`config.mk`:
```
export PLATFORM = sky130hd
export DESIGN_NAME = univ_shift_reg_flat
export DESIGN_NICKNAME = d
export VERILOG_FILES = /design/src/rtl/univ_shift_pkg.sv /design/src/rtl/univ_shift_reg_if.sv /design/src/rtl/univ_shift_reg.sv /design/src/flat_wrapper.sv
export SDC_FILE = /design/constraint.sdc
export NUM_CORES = 1
export LEC_CHECK = 0
export ABC_AREA = 1
export BUFFER_PORTS_ARGS = -buffer_cell sky130_fd_sc_hd__buf_2
export CAP_MARGIN = 20
export CORE_MARGIN = 2
export CORE_UTILIZATION = 47
export CTS_CLUSTER_SIZE = 40
export DETAILED_ROUTE_END_ITERATION = 6
export GPL_ROUTABILITY_DRIVEN = 0
export PLACE_DENSITY_LB_ADDON = 0.15
export SYNTH_ARGS = -nofsm -noshare
export SYNTH_HDL_FRONTEND = slang
export SYNTH_SLANG_ARGS = --single-unit
```
`constraint.sdc`:
```
create_clock -name clk -period 1.2 [get_ports clk]
set_input_delay 0.24 -clock clk [delete_from_list [all_inputs] [get_ports clk]]
set_output_delay 0.24 -clock clk [all_outputs]
set_load 0.1 [all_outputs]
```
`src/rtl/univ_shift_pkg.sv`:
```
// Shared encodings for the universal shift register: operation modes and
// serializer FSM states.
package univ_shift_pkg;

    localparam logic [2:0] MODE_HOLD    = 3'b000;
    localparam logic [2:0] MODE_LOAD    = 3'b001;
    localparam logic [2:0] MODE_SHL     = 3'b010;
    localparam logic [2:0] MODE_SHR     = 3'b011;
    localparam logic [2:0] MODE_ROL     = 3'b100;
    localparam logic [2:0] MODE_ROR     = 3'b101;
    localparam logic [2:0] MODE_SER_MSB = 3'b110;
    localparam logic [2:0] MODE_SER_LSB = 3'b111;

    typedef enum logic {
        ST_IDLE  = 1'b0,
        ST_SHIFT = 1'b1
    } state_t;

endpackage

```
`src/rtl/univ_shift_reg_if.sv`:
```
// Control/data bundle of the universal shift register. The master drives the
// operation request; the slave (the register) returns contents and status.
interface univ_shift_reg_if #(
    parameter int WIDTH = 8
);

    logic [2:0]       mode;
    logic [WIDTH-1:0] X;
    logic             sin;
    logic             start;
    logic [WIDTH-1:0] Q;
    logic             sout;
    logic             busy;
    logic             done;

    modport master (
        output mode, X, sin, start,
        input  Q, sout, busy, done
    );

    modport slave (
        input  mode, X, sin, start,
        output Q, sout, busy, done
    );

endinterface

```
`src/rtl/univ_shift_reg.sv`:
```
// WIDTH-bit universal shift register: parallel load, shift/rotate in both
// directions, and an auto-serializer that streams a loaded word out on sout.
module univ_shift_reg
    import univ_shift_pkg::*;
#(
    parameter int WIDTH = 8
) (
    input logic             clk,
    input logic             rst,
    univ_shift_reg_if.slave bus
);

    localparam int                 CNT_W    = $clog2(WIDTH);
    localparam logic [CNT_W-1:0]   CNT_LAST = CNT_W'(WIDTH - 1);
    localparam logic [CNT_W-1:0]   CNT_ONE  = CNT_W'(1);

    state_t           state_r;
    state_t           state_next_s;
    logic [WIDTH-1:0] q_r;
    logic [WIDTH-1:0] q_next_s;
    logic [CNT_W-1:0] cnt_r;
    logic [CNT_W-1:0] cnt_next_s;
    logic             dir_r;
    logic             dir_next_s;
    logic             busy_r;
    logic             busy_next_s;
    logic             done_r;
    logic             done_next_s;

    // Next-state and datapath selection; mode/start only matter while idle
    always_comb begin
        state_next_s = state_r;
        q_next_s     = q_r;
        cnt_next_s   = cnt_r;
        dir_next_s   = dir_r;
        busy_next_s  = busy_r;
        done_next_s  = 1'b0;

        case (state_r)
            ST_IDLE: begin
                case (bus.mode)
                    MODE_HOLD: begin
                        q_next_s = q_r;
                    end
                    MODE_LOAD: begin
                        q_next_s = bus.X;
                    end
                    MODE_SHL: begin
                        q_next_s   = {q_r[WIDTH-2:0], bus.sin};
                        dir_next_s = 1'b0;
                    end
                    MODE_SHR: begin
                        q_next_s   = {bus.sin, q_r[WIDTH-1:1]};
                        dir_next_s = 1'b1;
                    end
                    MODE_ROL: begin
                        q_next_s   = {q_r[WIDTH-2:0], q_r[WIDTH-1]};
                        dir_next_s = 1'b0;
                    end
                    MODE_ROR: begin
                        q_next_s   = {q_r[0], q_r[WIDTH-1:1]};
                        dir_next_s = 1'b1;
                    end
                    MODE_SER_MSB, MODE_SER_LSB: begin
                        if (bus.start) begin
                            state_next_s = ST_SHIFT;
                            q_next_s     = bus.X;
                            cnt_next_s   = {CNT_W{1'b0}};
                            busy_next_s  = 1'b1;
                            dir_next_s   = (bus.mode == MODE_SER_LSB);
                        end else begin
                            q_next_s = q_r;
                        end
                    end
                    default: begin
                        q_next_s = q_r;
                    end
                endcase
            end
            ST_SHIFT: begin
                // Move the word toward the sout end; the final shift leaves Q all-zero
                q_next_s = dir_r ? {1'b0, q_r[WIDTH-1:1]} : {q_r[WIDTH-2:0], 1'b0};
                if (cnt_r == CNT_LAST) begin
                    state_next_s = ST_IDLE;
                    busy_next_s  = 1'b0;
                    done_next_s  = 1'b1;
                    cnt_next_s   = cnt_r;
                end else begin
                    cnt_next_s = cnt_r + CNT_ONE;
                end
            end
            default: begin
                state_next_s = ST_IDLE;
                busy_next_s  = 1'b0;
            end
        endcase
    end

    // State and datapath registers with synchronous reset
    always_ff @(posedge clk) begin
        if (rst) begin
            state_r <= ST_IDLE;
            q_r     <= {WIDTH{1'b0}};
            cnt_r   <= {CNT_W{1'b0}};
            dir_r   <= 1'b0;
            busy_r  <= 1'b0;
            done_r  <= 1'b0;
        end else begin
            state_r <= state_next_s;
            q_r     <= q_next_s;
            cnt_r   <= cnt_next_s;
            dir_r   <= dir_next_s;
            busy_r  <= busy_next_s;
            done_r  <= done_next_s;
        end
    end

    assign bus.Q    = q_r;
    assign bus.sout = dir_r ? q_r[0] : q_r[WIDTH-1];
    assign bus.busy = busy_r;
    assign bus.done = done_r;

endmodule

```
`src/flat_wrapper.sv`:
```
// flat-port wrapper written by rule: the top's interface ports become plain ports
module univ_shift_reg_flat import univ_shift_pkg::*;
#(
    parameter int WIDTH = 8
)
  (clk, rst, bus_mode, bus_X, bus_sin, bus_start, bus_Q, bus_sout, bus_busy, bus_done);
  univ_shift_reg_if #(.WIDTH(WIDTH)) bus_i ();
  input logic clk;
  input logic rst;
  input wire logic [$bits(bus_i.mode)-1:0] bus_mode;
  input wire logic [$bits(bus_i.X)-1:0] bus_X;
  input wire logic [$bits(bus_i.sin)-1:0] bus_sin;
  input wire logic [$bits(bus_i.start)-1:0] bus_start;
  output wire logic [$bits(bus_i.Q)-1:0] bus_Q;
  output wire logic [$bits(bus_i.sout)-1:0] bus_sout;
  output wire logic [$bits(bus_i.busy)-1:0] bus_busy;
  output wire logic [$bits(bus_i.done)-1:0] bus_done;
  assign bus_i.mode = bus_mode;
  assign bus_i.X = bus_X;
  assign bus_i.sin = bus_sin;
  assign bus_i.start = bus_start;
  assign bus_Q = bus_i.Q;
  assign bus_sout = bus_i.sout;
  assign bus_busy = bus_i.busy;
  assign bus_done = bus_i.done;
  univ_shift_reg #(.WIDTH(WIDTH)) u_core (.clk(clk), .rst(rst), .bus(bus_i));
endmodule
```
==> results.ini <==
[hold_path]
worstHoldEndpoint = u_core.cnt_r[1]
hold_depth = 2
min_path_type = input port to flop
min_from = rst

[worst_setup_path]
worstSetupPathType = flop to flop
critPathLaunch = u_core.cnt_r[1]
path_delay_family = flip-flops
crit_buf_inv = 2
path_cells = ha_4 > ha_4 > or2_4 > nand2_4 > inv_4 > o21ai_2 > inv_1
crit_fanout = 4
end_kind = flop
cp_slowest_stage_delay_ps = 350
cp-start-kind = flop
r2r_cells = 7
reg2reg_to = u_core.cnt_r[0]
critPathMostFrequentCell = ha_4
reg2reg_slack_ps = -80
arrival_ps = 1470
cp.required_ps = 1380
reg2reg_from = u_core.cnt_r[1]
slowest_stage = dfxtp_2

[logic_synthesis]
ys_types = 24
synth.ff_latch_count = 15
synth.cell_area_um2 = 1050
syn_inst = 163
avgSynthCellArea_um2 = 6.46
yosysWarnings = 0
seq_area_frac_synth_pct = 28.5
syn_nets = 180

[pwr]
clkPwrFrac_pct = 17.4
p_sw_share_pct = 43.8
cellLeakagePower_nw = 0.661
p_per_area_nw_per_um2 = 1110
p_sw_mw = 0.728
ir_drop_mv = 0.702
pwr-share-comb_pct = 45.8
power_frac_seq_pct = 36.8
p_int_mw = 0.935

[layout]
mostFrequentLayoutCell = nand2_1
fin_nets = 212
final_cell_mix = 37 x nand2_1, 23 x nor2_1, 18 x o21ai_0
final_cells = 222
drive_gt1_share_pct = 40.7
final_area_um2 = 1500
antennaDiodeCount = 0
syn_to_final_growth_pct = 42.2
fillers = 192

[clocking]
cts.root.buffer_cell = clkbuf_4
cts_tree = done
cts_buffer_depth = 2
clock_sinks = 15
cts_buffers = 3
ctsHoldBuffers = 0
clkTransAtPathRegs_ps = 90
htreeDepth = 1
clk_latency_ps = 280

[timing]
rsz0062_at_grt = yes
skew_ps = 1.70
hold_violations = 0
relSlewSlack_pct = 81.0
setup_ws_ps = -84.2
setup_viol = 4
tns_ps = -238
max_freq_ghz = 0.779
worst_pin_slew_ps = 285
final-max-slew-violation-count = 0
min_period_over_period_pct = 107
layout_min_cycle_time_ps = 1280

[global_route]
antenna_found_initial = 0
grt_max_degree = 11
grt_pass1_wl_mm = 4.52
grt_pass1_vias = 1052
grt_use_total_pct = 22.3
overflow = 0

[detailed_routing]
ant_nets = 0
wl_mm = 2.75
via_per_inst = 5.42
first_pass_iters = 4
routedWlPerCell_um = 12.4
vias = 1203
drt_iter0_drc = 46
drc_errors = 0

[floorplan]
io_pins = 26
placementRows = 17
fp.dieW_um = 51.3
dieArea_um2 = 2640
coreArea_um2 = 2170
start_util_pct = 48.6
die_h_um = 51.3

[flow_run]
cap_violations = 0

[status]
violations = setup timing
status = complete, but fails checks

[placed_design]
port_buffers = 25
dp_cells = 216
place_area_um2 = 1400
hpwlAfterDp_mm = 1.99

==> power groups by stage <==
stage	logic, mW	registers, mW	clock network (mW)
5_1_grt	0.807	0.618	0.320
2_1_floorplan	0.269	0.828	0
3_5_place_dp	0.730	0.626	0
6_report	0.762	0.611	0.290
3_3_place_gp	0.719	0.624	0
4_1_cts	0.738	0.617	0.301
==> metrics by stage <==
step                hold WS [ps]  utilization [%]  total power [mW]  setup WS, ps
floorplan                    309                -              1.10          -247
global placement             456             64.5              1.34         -35.7
detailed placement           473             64.5              1.36         -93.9
CTS                          181             67.4              1.66         -92.9
global route                 171             69.0              1.75         -99.4
finish                       175             69.0              1.66         -84.2
==> layer usage <==
metal	up-vias	wire length, um	GRT usage [%]	part of all wire (%)
met1	564	1160	27.9	42
met3	6	133	4.09	4.8
met2	37	1430	38.5	52
met5	-	0	0	0
met4	0	24	7.46	0.87
li1	596	-	-	-
==> registers in the layout (all words and copies together) (netlist names) <==
signal           count
u_core.bus.Q         8
u_core.bus.busy      1
u_core.bus.done      1
u_core.cnt_r         3
u_core.dir_r         1
u_core.state_r       1
==> synth_stat cells <==
master,n,area (um^2)
buf_6,2,22.5
nand2_2,4,25.0
nand4_1,3,18.8
o21ai_1,2,10.0
inv_4,1,6.26
a21oi_2,6,52.6
or2_1,1,6.26
nand3_2,2,20.0
nand3_1,11,55.1
nand2_1,39,146
nand2_4,3,33.8
a21oi_1,10,50.1
o21ai_0,18,90.1
clkinv_2,1,5.00
buf_2,2,10.0
inv_2,3,11.3
nor2_2,1,6.26
nor3_1,1,5.00
ha_1,2,25.0
inv_1,11,41.3
nand3_4,1,17.5
nor2_1,23,86.3
dfxtp_1,15,300
o21ai_2,1,8.76
==> kinds of logic after synthesis <==
kind of cell,synth area share (%)
compound gates,20.1
flops,28.5
fa+ha+maj,2.37
simple gates,39.9
buf+inv,9.14
==> worst register-to-register path: cells and delay by family, from the launching register on <==
family          cells  cell delay [ps]
compound gates      1              100
fa+ha+maj           2              320
buf+inv             2               90
flops               1              350
simple gates        2              330
==> area by class of cell <==
| class | count | area (um^2) | share of cell area [%] |
|---|---|---|---|
| tap | 28 | 35.0 | 2.34 |
| timing repair buffer | 31 | 339 | 22.6 |
| inverter | 16 | 66.3 | 4.43 |
| sequential | 15 | 323 | 21.6 |
| clock buffer | 3 | 22.5 | 1.50 |
| clock inverter | 1 | 5.00 | 0.334 |
| multi-input combinational | 128 | 707 | 47.2 |
==> what timing repair did <==
item                                    in CTS  in global routing
resized for setup                            6                  8
pin swaps                                    0                  2
endpoints found under the hold margin        0                  0
endpoints found under the setup margin       4                  5
buffers inserted                             1                  1
==> how the worst max path moves through the flow <==
| stage | depth (start not counted) | slack (ps) | to |
|---|---|---|---|
| after floorplan | 2 | -250 | bus_sout |
| after global placement | 7 | -40 | u_core.cnt_r[0] |
| after detailed placement | 7 | -90 | u_core.cnt_r[0] |
| after CTS | 7 | -90 | u_core.cnt_r[0] |
| after global routing | 6 | -100 | u_core.cnt_r[1] |
| final | 7 | -80 | u_core.cnt_r[0] |
(Power assumes the default switching activity.)
